`src/rtl/temp_mon_pkg.sv`:
```
// Shared types and helpers for the multi-channel temperature monitor.
package temp_mon_pkg;

    typedef enum logic [2:0] {
        ST_IDLE,
        ST_WAIT_TICK,
        ST_REQ,
        ST_RSP,
        ST_UPDATE
    } state_t;

    // Counter/index width that never collapses to zero bits.
    function automatic int unsigned clog2_min1(input int unsigned n);
        return (n <= 2) ? 1 : $clog2(n);
    endfunction

    // Most positive two's complement value of width w, zero-extended to 64 bits.
    function automatic logic [63:0] smax_bits(input int unsigned w);
        return (64'd1 << (w - 1)) - 64'd1;
    endfunction

    // Most negative two's complement value of width w, as a raw bit pattern.
    function automatic logic [63:0] smin_bits(input int unsigned w);
        return 64'd1 << (w - 1);
    endfunction

endpackage

```
`src/rtl/temp_mon_if.sv`:
```
// Request/response link between the monitor and the I2C front end.
interface temp_mon_if #(
    parameter int unsigned CH_W   = 1,
    parameter int unsigned DATA_W = 8
);
    logic              req_valid;
    logic [CH_W-1:0]   req_ch;
    logic              req_ready;
    logic              rsp_valid;
    logic [DATA_W-1:0] rsp_data;
    logic              rsp_err;

    modport master (
        output req_valid, req_ch,
        input  req_ready, rsp_valid, rsp_data, rsp_err
    );

    modport slave (
        input  req_valid, req_ch,
        output req_ready, rsp_valid, rsp_data, rsp_err
    );
endinterface

```
`src/rtl/temp_ch_stats.sv`:
```
// Per-channel statistics: block average, running min/max, hysteresis alarm.
module temp_ch_stats
    import temp_mon_pkg::*;
#(
    parameter int unsigned DATA_W     = 8,
    parameter int unsigned AVG_LOG2   = 3,
    parameter int          ALARM_HI   = 50,
    parameter int          ALARM_HYST = 2
) (
    input  logic                     clk,
    input  logic                     rst,
    input  logic                     clr_minmax,
    input  logic                     smp_valid,
    input  logic signed [DATA_W-1:0] smp_data,
    output logic signed [DATA_W-1:0] avg,
    output logic                     avg_valid,
    output logic signed [DATA_W-1:0] min_val,
    output logic signed [DATA_W-1:0] max_val,
    output logic                     alarm
);
    localparam int unsigned ACC_W = DATA_W + AVG_LOG2;
    localparam int unsigned CNT_W = AVG_LOG2 + 1;
    localparam logic signed [DATA_W-1:0] SMAX = DATA_W'(smax_bits(DATA_W));
    localparam logic signed [DATA_W-1:0] SMIN = DATA_W'(smin_bits(DATA_W));

    logic signed [ACC_W-1:0]  acc;
    logic        [CNT_W-1:0]  cnt;
    logic signed [ACC_W-1:0]  acc_sum_c;
    logic signed [DATA_W-1:0] avg_new_c;
    logic                     block_done_c;

    assign acc_sum_c    = acc + ACC_W'(smp_data);
    assign avg_new_c    = DATA_W'(acc_sum_c >>> AVG_LOG2);
    assign block_done_c = (cnt == CNT_W'((1 << AVG_LOG2) - 1));

    // Accumulate samples; on a full block publish the floor average and re-evaluate the alarm.
    always_ff @(posedge clk) begin
        if (rst) begin
            acc       <= '0;
            cnt       <= '0;
            avg       <= '0;
            avg_valid <= 1'b0;
            alarm     <= 1'b0;
        end else begin
            avg_valid <= 1'b0;
            if (smp_valid) begin
                if (block_done_c) begin
                    acc       <= '0;
                    cnt       <= '0;
                    avg       <= avg_new_c;
                    avg_valid <= 1'b1;
                    if (int'(avg_new_c) >= ALARM_HI) begin
                        alarm <= 1'b1;
                    end else if (int'(avg_new_c) < ALARM_HI - ALARM_HYST) begin
                        alarm <= 1'b0;
                    end
                end else begin
                    acc <= acc_sum_c;
                    cnt <= cnt + CNT_W'(1);
                end
            end
        end
    end

    // Running extremes; a clear coinciding with a sample restarts from that sample.
    always_ff @(posedge clk) begin
        if (rst) begin
            min_val <= SMAX;
            max_val <= SMIN;
        end else if (clr_minmax) begin
            min_val <= smp_valid ? smp_data : SMAX;
            max_val <= smp_valid ? smp_data : SMIN;
        end else if (smp_valid) begin
            if (smp_data < min_val) min_val <= smp_data;
            if (smp_data > max_val) max_val <= smp_data;
        end
    end

endmodule

```
`src/rtl/temp_monitor.sv`:
```
// Round-robin multi-sensor sampler: tick timing, request FSM, response capture.
module temp_monitor
    import temp_mon_pkg::*;
#(
    parameter int unsigned NUM_CH     = 2,
    parameter int unsigned DATA_W     = 8,
    parameter int unsigned AVG_LOG2   = 3,
    parameter int unsigned SAMPLE_DIV = 100000,
    parameter int unsigned TIMEOUT    = 200000,
    parameter int          ALARM_HI   = 50,
    parameter int          ALARM_HYST = 2
) (
    input  logic                     clk_100MHz,
    input  logic                     rst,
    input  logic                     enable,
    input  logic                     clr_minmax,
    temp_mon_if.master               fe,
    output logic [NUM_CH*DATA_W-1:0] avg_data,
    output logic [NUM_CH-1:0]        avg_valid,
    output logic [NUM_CH*DATA_W-1:0] min_data,
    output logic [NUM_CH*DATA_W-1:0] max_data,
    output logic [NUM_CH-1:0]        alarm,
    output logic                     err_pulse,
    output logic                     overrun
);
    localparam int unsigned CH_W   = clog2_min1(NUM_CH);
    localparam int unsigned TICK_W = clog2_min1(SAMPLE_DIV);
    localparam int unsigned TO_W   = clog2_min1(TIMEOUT);

    state_t                    state, state_next;
    logic [TICK_W-1:0]         tick_cnt;
    logic [TO_W-1:0]           to_cnt;
    logic [CH_W-1:0]           ch;
    logic                      req_valid_q;
    logic                      smp_valid;
    logic signed [DATA_W-1:0]  smp_data;
    logic [CH_W-1:0]           smp_ch;
    logic                      tick_c;
    logic                      rsp_hit_c;
    logic                      timeout_c;

    assign fe.req_valid = req_valid_q;
    assign fe.req_ch    = ch;
    assign tick_c       = enable && (tick_cnt == TICK_W'(SAMPLE_DIV - 1));
    assign rsp_hit_c    = (state == ST_RSP) && fe.rsp_valid;
    assign timeout_c    = (state == ST_RSP) && !fe.rsp_valid && (to_cnt == TO_W'(TIMEOUT - 1));

    // Sample-interval counter, parked at zero while disabled.
    always_ff @(posedge clk_100MHz) begin
        if (rst || !enable || tick_c) tick_cnt <= '0;
        else                          tick_cnt <= tick_cnt + TICK_W'(1);
    end

    // FSM state register.
    always_ff @(posedge clk_100MHz) begin
        if (rst) state <= ST_IDLE;
        else     state <= state_next;
    end

    // FSM next-state: an accepted request always runs to UPDATE before enable is honoured.
    always_comb begin
        state_next = state;
        unique case (state)
            ST_IDLE:      if (enable) state_next = ST_WAIT_TICK;
            ST_WAIT_TICK: begin
                if (!enable)     state_next = ST_IDLE;
                else if (tick_c) state_next = ST_REQ;
            end
            ST_REQ:       if (req_valid_q && fe.req_ready) state_next = ST_RSP;
            ST_RSP:       if (fe.rsp_valid || timeout_c) state_next = ST_UPDATE;
            ST_UPDATE:    state_next = ST_WAIT_TICK;
            default:      state_next = ST_IDLE;
        endcase
    end

    // Request strobe, response timeout, channel pointer and error/overrun flags.
    always_ff @(posedge clk_100MHz) begin
        if (rst) begin
            req_valid_q <= 1'b0;
            to_cnt      <= '0;
            ch          <= '0;
            err_pulse   <= 1'b0;
            overrun     <= 1'b0;
        end else begin
            req_valid_q <= (state_next == ST_REQ);
            to_cnt      <= (state == ST_RSP) ? to_cnt + TO_W'(1) : '0;
            err_pulse   <= (rsp_hit_c && fe.rsp_err) || timeout_c;
            if (state == ST_UPDATE) begin
                ch <= (ch == CH_W'(NUM_CH - 1)) ? '0 : ch + CH_W'(1);
            end
            if (tick_c && (state != ST_WAIT_TICK)) overrun <= 1'b1;
        end
    end

    // Register a good response together with the channel it belongs to.
    always_ff @(posedge clk_100MHz) begin
        if (rst) begin
            smp_valid <= 1'b0;
            smp_data  <= '0;
            smp_ch    <= '0;
        end else begin
            smp_valid <= rsp_hit_c && !fe.rsp_err;
            smp_data  <= fe.rsp_data;
            smp_ch    <= ch;
        end
    end

    for (genvar i = 0; i < NUM_CH; i++) begin : g_ch
        temp_ch_stats #(
            .DATA_W     (DATA_W),
            .AVG_LOG2   (AVG_LOG2),
            .ALARM_HI   (ALARM_HI),
            .ALARM_HYST (ALARM_HYST)
        ) u_stats (
            .clk        (clk_100MHz),
            .rst        (rst),
            .clr_minmax (clr_minmax),
            .smp_valid  (smp_valid && (smp_ch == CH_W'(i))),
            .smp_data   (smp_data),
            .avg        (avg_data[i*DATA_W +: DATA_W]),
            .avg_valid  (avg_valid[i]),
            .min_val    (min_data[i*DATA_W +: DATA_W]),
            .max_val    (max_data[i*DATA_W +: DATA_W]),
            .alarm      (alarm[i])
        );
    end

endmodule
```
`src/flat_wrapper.sv`:
```
// flat-port wrapper written by rule: the top's interface ports become plain ports
module temp_monitor_flat import temp_mon_pkg::*;
#(
    parameter int unsigned NUM_CH     = 2,
    parameter int unsigned DATA_W     = 8,
    parameter int unsigned AVG_LOG2   = 3,
    parameter int unsigned SAMPLE_DIV = 100000,
    parameter int unsigned TIMEOUT    = 200000,
    parameter int          ALARM_HI   = 50,
    parameter int          ALARM_HYST = 2
)
  (clk_100MHz, rst, enable, clr_minmax, avg_data, avg_valid, min_data, max_data, alarm, err_pulse, overrun, fe_req_valid, fe_req_ch, fe_req_ready, fe_rsp_valid, fe_rsp_data, fe_rsp_err);
  temp_mon_if #(.DATA_W(DATA_W)) fe_i ();
  input  logic clk_100MHz;
  input  logic rst;
  input  logic enable;
  input  logic clr_minmax;
  output logic [NUM_CH*DATA_W-1:0] avg_data;
  output logic [NUM_CH-1:0] avg_valid;
  output logic [NUM_CH*DATA_W-1:0] min_data;
  output logic [NUM_CH*DATA_W-1:0] max_data;
  output logic [NUM_CH-1:0] alarm;
  output logic err_pulse;
  output logic overrun;
  output wire logic [$bits(fe_i.req_valid)-1:0] fe_req_valid;
  output wire logic [$bits(fe_i.req_ch)-1:0] fe_req_ch;
  input wire logic [$bits(fe_i.req_ready)-1:0] fe_req_ready;
  input wire logic [$bits(fe_i.rsp_valid)-1:0] fe_rsp_valid;
  input wire logic [$bits(fe_i.rsp_data)-1:0] fe_rsp_data;
  input wire logic [$bits(fe_i.rsp_err)-1:0] fe_rsp_err;
  assign fe_req_valid = fe_i.req_valid;
  assign fe_req_ch = fe_i.req_ch;
  assign fe_i.req_ready = fe_req_ready;
  assign fe_i.rsp_valid = fe_rsp_valid;
  assign fe_i.rsp_data = fe_rsp_data;
  assign fe_i.rsp_err = fe_rsp_err;
  temp_monitor #(.NUM_CH(NUM_CH), .DATA_W(DATA_W), .AVG_LOG2(AVG_LOG2), .SAMPLE_DIV(SAMPLE_DIV), .TIMEOUT(TIMEOUT), .ALARM_HI(ALARM_HI), .ALARM_HYST(ALARM_HYST)) u_core (.clk_100MHz(clk_100MHz), .rst(rst), .enable(enable), .clr_minmax(clr_minmax), .fe(fe_i), .avg_data(avg_data), .avg_valid(avg_valid), .min_data(min_data), .max_data(max_data), .alarm(alarm), .err_pulse(err_pulse), .overrun(overrun));
endmodule
```
`config.mk`:
```
export PLATFORM = sky130hd
export DESIGN_NAME = temp_monitor_flat
export DESIGN_NICKNAME = d
export VERILOG_FILES = /design/src/rtl/temp_mon_pkg.sv /design/src/rtl/temp_mon_if.sv /design/src/rtl/temp_ch_stats.sv /design/src/rtl/temp_monitor.sv /design/src/flat_wrapper.sv
export SDC_FILE = /design/constraint.sdc
export NUM_CORES = 1
export LEC_CHECK = 0
export CORE_ASPECT_RATIO = 1.4
export CORE_MARGIN = 1
export CORE_UTILIZATION = 35
export CTS_CLUSTER_SIZE = 25
export DETAILED_ROUTE_END_ITERATION = 10
export PLACE_DENSITY_LB_ADDON = 0.3
export SLEW_MARGIN = 5
export SYNTH_ARGS = -nofsm -noshare
export SYNTH_HDL_FRONTEND = slang
export SYNTH_SLANG_ARGS = --single-unit
```
`constraint.sdc`:
```
create_clock -name clk_100MHz -period 7.31 [get_ports clk_100MHz]
set_input_delay 0.731 -clock clk_100MHz [delete_from_list [all_inputs] [get_ports clk_100MHz]]
set_output_delay 0.731 -clock clk_100MHz [all_outputs]
set_load 0.1 [all_outputs]
```
# Yosys cells after proc, flatten, opt, wreduce, memory -nomap -nowiden
# Cells that the tools add are included.
# word_totals
reg_bits,134
latch_bits,0
ram_bits,0
romBits,0
in_bits,15
output_inout_bits,56
elab_cells,123
memories,0
# op_classes
addsub,7
multipliers,0
div_mod_pow,0
magnitude_cmp,8
n_eq_ne,10
shifts,0
n_mux,33
bitwise_logic,4
reduce_logical,37
# ops
cell,count
$mux W8,16
$add A11 B8 Y11,2
$mux W11,2
$add A18 B1 Y18 const B,1
$eq A18 B18 Y1 const B,1
$add A17 B1 Y17 const B,1
$eq A17 B17 Y1 const B,1
$ge A8 B7 Y1 const B,2
$gt A8 B8 Y1,2
$lt A8 B7 Y1 const B,2
$lt A8 B8 Y1,2
$reduce_bool A2 Y1,8
$mux W3,5
$pmux W3 S5,1
$reduce_and A2 Y1,6
$logic_and A1 B1 Y1,10
$eq A3 B2 Y1 const B,3
$add A4 B1 Y4 const B,2
$eq A4 B3 Y1 const B,2
$mux W4,2
$mux W1,7
$reduce_and A3 Y1,2
$reduce_or A2 Y1,3
$logic_or A1 B1 Y1,4
7 further kinds,12

# Depth between registers and ports, before layout
# logic_depth
depth_word,7
mapped_depth,10

# Cells and area by module
# From an unflattened synthesis, not the netlist that was laid out.
# unflattened
cells_unflattened,792
hier_area_um2,6929.1
# modules_own_cells
module,n_inst,cells_per_inst,area_each_um2,seq_area_each_um2
temp_ch_stats,2,273,2358.5,820.8
temp_monitor,1,246,2212.1,1041.0

# Worst setup path after synthesis
# Ideal clock, no wire load.
# synth_path
path_kind,flip-flop to flip-flop
start,register u_core.g_ch[0].u_stats.min_val[7]
end,register u_core.g_ch[0].u_stats.min_val[7]
setup_time_ps,146
t_arrival_ps,2580
t_required_ps,7164
path_slack_ps,4584
path_stages_with_launch,7
path_cell_list,dfxtp_1 inv_1 ha_1 or4b_2 a211o_1 o211ai_1 o22ai_1
# synth_between
elab_chain_len,3
# synth_lines
item,line_no,text
start: declaration,temp_ch_stats.sv:17,"output logic signed [DATA_W-1:0] min_val,"
start signal: assignment,temp_ch_stats.sv:71,min_val <= smp_valid ? smp_data : SMAX;
start signal: assignment,temp_ch_stats.sv:74,if (smp_data < min_val) min_val <= smp_data;
$lt A8 B8 Y1,temp_ch_stats.sv:74,
$reduce_bool A2 Y1 (no source line),n/a,
$reduce_and A2 Y1 (no source line),n/a,
# Every way passes these cells.
# A chain may end at the register's enable or synchronous reset.

# Final worst setup path
# layout_path
start,register u_core.smp_data[1]
end,register u_core.g_ch[1].u_stats.alarm
# layout_between
elab_chain_len,4
elab_cells_between_ends,6
cone_classes,add/sub: 1; order compare: 2; mux: 1; reduce/logical: 2
# layout_lines
item,line_no,text
start: declaration,temp_monitor.sv:36,logic signed [DATA_W-1:0] smp_data;
start signal: assignment,temp_monitor.sv:103,smp_data <= fe.rsp_data;
$add A11 B8 Y11 (*),temp_ch_stats.sv:32,assign acc_sum_c = acc + ACC_W'(smp_data);
$ge A8 B7 Y1 / $lt A8 B7 Y1 (equally long branches),"temp_ch_stats.sv:52, temp_ch_stats.sv:54",
$reduce_bool A2 Y1 (no source line),n/a,
$reduce_and A3 Y1 (no source line),n/a,
end signal: assignment,temp_ch_stats.sv:43,alarm <= 1'b0;
end signal: assignment,temp_ch_stats.sv:53,alarm <= 1'b1;
end signal: assignment,temp_ch_stats.sv:55,alarm <= 1'b0;
end: declaration,temp_ch_stats.sv:19,output logic alarm
# Mark *: on every way between the ends. The rest lies on a longest branch, timed or not.

==> results by stage <==
Finish:
- After filler insertion, the fill cell instance count of the layout stands at 1832.
- The post-route netlist has about 4.9% of its cells at a drive strength greater than 1.
- After the last flow step, the layout net total stands at 893.
- The number of non-filler instances in the completed layout is 1079.
- The area growth from synthesis to layout is 23.0%.
- The diode insertion count for antenna repair is 0.
- Across the whole layout, storage elements account for 2680 sq um.
- The final design area excluding fillers is ~8100 sq um.
- The multi-input combinational cells in the finished layout cover a total of 3680 sq um.

STA:
- At the pin with the least slew margin, the transition time is 1.00 ns.
- The final hold slack is 0.458 ns.
- The final sum of negative setup slack is 0 ns.
- Setup repair after global routing left no endpoint under its margin.
- The setup-violating endpoint count in the final report is 0.
- Measured against its own limit, the worst slew margin works out to about a third.
- The final-report max-slew violation count is 0.
- The final count of hold timing violations is 0.
- In the finished design, the share of the clock period the worst path needs comes to 37.8%.
- Between clock sinks in the finished design, the worst skew comes to 0.0100 ns.
- The maximum frequency from static timing analysis is 362 MHz.
- The minimum clock period is 2.76 ns.

Routing:
- The detail route stage leaves a number of antenna-violating nets equal to 0.
- The total wire length after detailed routing is about 15000 microns.
- The vias after detailed routing is 5401.
- The pre-antenna-repair detailed-routing pass consisted of 4 iterations.
- Dividing the detail-routed via count by the number of cells gives 5.01.
- The wire length per cell after detailed routing is 13.9 microns.
- The DRC marker count from the first detailed-route iteration is 253.
- After detailed routing, the number of remaining DRC violations is 0.

Placement:
- The routability congestion estimate is ~0.83.
- Port buffering added 70 buffers.
- Including well taps, the total number of placed cells is 1047.
- In this run the cell area measured after placement is approximately 7500 sq um.
- Once detailed placement completed, the half-perimeter wirelength came to 10500 microns.

Pwr:
- The total leakage power is roughly 3.3 nW.
- The power share of the clock group is 51.9%.
- The power share of the sequential group is approximately 44%.
- The design draws 0.00169 W.
- The internal power of the cells is 0.00130 W.
- The part of the power in combinational logic is 4.0%.
- The fraction of power spent switching nets is 22.8%.
- Power spread over the standard cell area amounts to between 200 and 250 nW/um^2.
- Across the VDD grid, the largest voltage drop is 0.000155 V.
- The net switching component of the power is 0.000384 W.

Yosys:
- During synthesis, Yosys emitted a total of 0 warnings.
- The async set-or-reset flop fraction in the synthesized netlist is 0%.
- The synthesized flop and latch total is about 130.
- The combined area of all synthesized cells is 6620 sq um.
- Of the synthesized area, sequential elements account for about two fifths.
- The fraction of synthesized cell area taken by the top area cell type is around two fifths.
- The largest total area in the synthesized netlist belongs to sky130_fd_sc_hd__dfxtp_1.
- The most instantiated flip-flop cell in the synthesis netlist is sky130_fd_sc_hd__dfxtp_1.
- The number of nets handed over by synthesis was ~830.
- In the synthesized netlist, the number of instances is around 750.
- The synthesized design contains 0 enable-type register cells.
- By area the synthesized netlist is led by sky130_fd_sc_hd__dfxtp_1 (41%), sky130_fd_sc_hd__ha_1 (10%), sky130_fd_sc_hd__nor2_1 (5.3%).
- The number of distinct library cells after synthesis is 64.
- The average cell area after synthesis is about 8.8 sq um.

Global route:
- The number of global-route vias before repair is 5304.
- The total global routing overflow is 0.
- The largest net degree at the start of global routing is 67.
- The number of antenna violations at the first check in global routing is 0.
- The total global routing track utilization is 16.5%.
- The wire length of the first global-routing pass is 25400 microns.

Die:
- The effective utilization at floorplan is 35.7%.
- The full die area is 19500 sq um.
- The floorplan step defined a core boundary enclosing between 15000 and 20000 sq um.
- In this run the count of I/O pins placed on the die edge is a little over 70.
- After floorplanning, the core was divided into 59 placement rows.
- The x dimension of the die is 118 microns.
- The y dimension of the die is 165 microns.

Hold path:
- The worst hold-check path type is reg -> reg.

Clock network:
- The master cell of the clock root buffer is sky130_fd_sc_hd__clkbuf_16.
- The clock net in this run drives a total of between 100 and 150 sinks.
- The number of gates resized after CTS is 0.
- The largest buffer count on any clock path is 2.
- The number of clock buffers added by TritonCTS is 17.
- TritonCTS built the clock tree.
- The total setup buffers inserted after CTS is 0.
- Clock-pin slew was measured on the worst setup and hold paths at 0.06 ns.
- The number of hold buffers added after cts is 0.
- The clock network latency to the later pin of the worst-skew pair is 0.42 ns.
- The count of H-tree levels built during CTS is 4.

Worst setup path:
- STA classifies the critical path endpoint as a flop.
- For this run, the slowest stage of the critical path takes 0.62 ns.
- The largest fanout on the critical path is 12.
- Walking the worst path, the cells encountered are inv_1 > fa_1 > nor2b_1 > o31a_1 > o21ai_1 > o31ai_1 > xnor3_1 > o21ai_0 > o211a_1.
- The worst endpoint required time is 7.68 ns.
- The type of the worst setup path is reg -> reg.
- The cell with the biggest individual delay on the critical path is sky130_fd_sc_hd__dfxtp_1.
- The critical path arrival is about 3.1 ns.
- The kind of start point of the critical path is a flop.

Flow run:
- The number of max-cap violations is 0.

Outcome:
- The flow ran to the end, and the final reports show no timing, DRC or antenna violations.
synth_stat cells, drive strengths merged, types with 2 or more instances:
master,n
inv,39
o21ai,30
o22a,14
a21oi,51
and4,2
and3,15
buf,10
o21a,9
a211oi,3
nor3,10
and2,5
clkbuf,14
xor2,28
nor2b,18
a22oi,13
fa,2
nor2,94
nand3,32
xnor2,21
a31oi,2
or4,2
and3b,2
or3,4
o22ai,3
a32o,3
ha,54
a21boi,4
nand2b,4
a211o,5
a2bb2oi,2
o211ai,12
nand3b,3
nand4,4
nand2,56
a21o,14
a31o,2
a22o,7
dfxtp,134
nor4,7
a41oi,2
power by group through the flow:
stage | logic (W) | registers (W) | clock network, W
floorplan | 0.0000471 | 0.000755 | 0
global placement | 0.0000668 | 0.000761 | 0
detailed placement | 0.0000670 | 0.000761 | 0
CTS | 0.0000679 | 0.000745 | 0.000899
global route | 0.0000759 | 0.000745 | 0.000935
finish | 0.0000674 | 0.000745 | 0.000875
final cells by class:
class | instances | share of cell area [%]
Inverter | 40 | 1.84
Timing Repair Buffer | 73 | 8.82
Multi-Input combinational cell | 556 | 45.2
Sequential cell | 134 | 32.9
Clock inverter | 13 | 2.12
Tap cell | 244 | 3.75
Clock buffer | 19 | 5.32
path summary, 6_finish.rpt:
check / startpoint / to / slack (ns) / cells after the start
hold / removal: u_core.to_cnt[0]$_SDFF_PP0_ / u_core.to_cnt[0]$_SDFF_PP0_ / 0.46 / 1
setup reg to reg: u_core.smp_data[1]$_SDFF_PP0_ / u_core.g_ch[1].u_stats.alarm$_SDFFE_PP0P_ / 4.55 / 9
setup / recovery: u_core.smp_data[1]$_SDFF_PP0_ / u_core.g_ch[1].u_stats.alarm$_SDFFE_PP0P_ / 4.55 / 9
hold reg to reg: u_core.to_cnt[0]$_SDFF_PP0_ / u_core.to_cnt[0]$_SDFF_PP0_ / 0.46 / 1
sequential cells by signal, indices dropped and copies added, names as in the netlist:
name / flops
u_core.smp_data: 8
u_core.smp_ch: 1
u_core.overrun: 1
u_core.g_ch.u_stats.avg: 16
u_core.tick_cnt: 17
u_core.smp_valid: 1
u_core.state: 3
u_core.g_ch.u_stats.min_val: 16
u_core.g_ch.u_stats.acc: 22
u_core.fe.req_valid: 1
u_core.g_ch.u_stats.avg_valid: 2
u_core.err_pulse: 1
u_core.g_ch.u_stats.cnt: 8
u_core.fe.req_ch: 1
u_core.g_ch.u_stats.alarm: 2
u_core.to_cnt: 18
u_core.g_ch.u_stats.max_val: 16
through the flow:
step	util, %	worst slack, ns
2_1_floorplan	-	4.58
3_3_place_gp	40.7	4.57
3_5_place_dp	40.7	4.52
4_1_cts	44.0	4.53
5_1_grt	44.0	4.28
6_report	44.0	4.55
cell usage in the layout (no fill, tap or decap), types with 4 or more instances in the layout:
| cell type | count |
|---|---|
| sky130_fd_sc_hd__nor2_1 | 94 |
| sky130_fd_sc_hd__a22oi_1 | 13 |
| sky130_fd_sc_hd__nand2b_1 | 4 |
| sky130_fd_sc_hd__xnor2_1 | 21 |
| sky130_fd_sc_hd__o21ai_0 | 25 |
| sky130_fd_sc_hd__xor2_1 | 28 |
| sky130_fd_sc_hd__a22o_1 | 7 |
| sky130_fd_sc_hd__inv_1 | 39 |
| sky130_fd_sc_hd__and2_1 | 5 |
| sky130_fd_sc_hd__nand3_1 | 32 |
| sky130_fd_sc_hd__nor4_1 | 7 |
| sky130_fd_sc_hd__o22a_1 | 14 |
| sky130_fd_sc_hd__clkdlybuf4s50_1 | 69 |
| sky130_fd_sc_hd__o21ai_1 | 5 |
| sky130_fd_sc_hd__o211ai_1 | 12 |
| sky130_fd_sc_hd__nor3_1 | 10 |
| sky130_fd_sc_hd__a211o_1 | 5 |
| sky130_fd_sc_hd__o21a_1 | 9 |
| sky130_fd_sc_hd__nand4_1 | 4 |
| sky130_fd_sc_hd__clkinvlp_4 | 4 |
| sky130_fd_sc_hd__or3_1 | 4 |
| sky130_fd_sc_hd__clkbuf_16 | 17 |
| sky130_fd_sc_hd__a21o_1 | 12 |
| sky130_fd_sc_hd__ha_1 | 54 |
| sky130_fd_sc_hd__nor2b_1 | 18 |
| sky130_fd_sc_hd__a21oi_1 | 50 |
| sky130_fd_sc_hd__and3_1 | 15 |
| sky130_fd_sc_hd__nand2_1 | 56 |
| sky130_fd_sc_hd__dfxtp_1 | 134 |
kinds of logic after synthesis:
kind of cell	count (synthesis)	synth area share [%]
compound gates	186	19.1
xor+xnor	50	6.82
fa+ha+maj	56	10.8
buf+inv	64	3.86
flops	134	40.5
mux	1	0.151
simple gates	263	18.8
metal layers:
| layer | global-route usage, % | routed length [microns] | vias to the layer above |
|---|---|---|---|
| met3 | 4.28 | 565 | 16 |
| met5 | 0 | 0 | - |
| met1 | 19.4 | 6930 | 2491 |
| met2 | 28.7 | 7290 | 88 |
| li1 | - | - | 2806 |
| met4 | 6.18 | 189 | 0 |
critical path, delay by kind of cell, from the launching register on:
| kind | cells | cell delay (ns) |
|---|---|---|
| AO/OA/AOI/OAI | 5 | 1.05 |
| AND/OR/NAND/NOR | 1 | 0.19 |
| XOR/XNOR | 1 | 0.30 |
| buffers and inverters | 1 | 0.12 |
| adder cells (fa/ha/maj) | 1 | 0.42 |
| flip-flops | 1 | 0.62 |
Note: power is estimated with default switching activity, not from simulation.
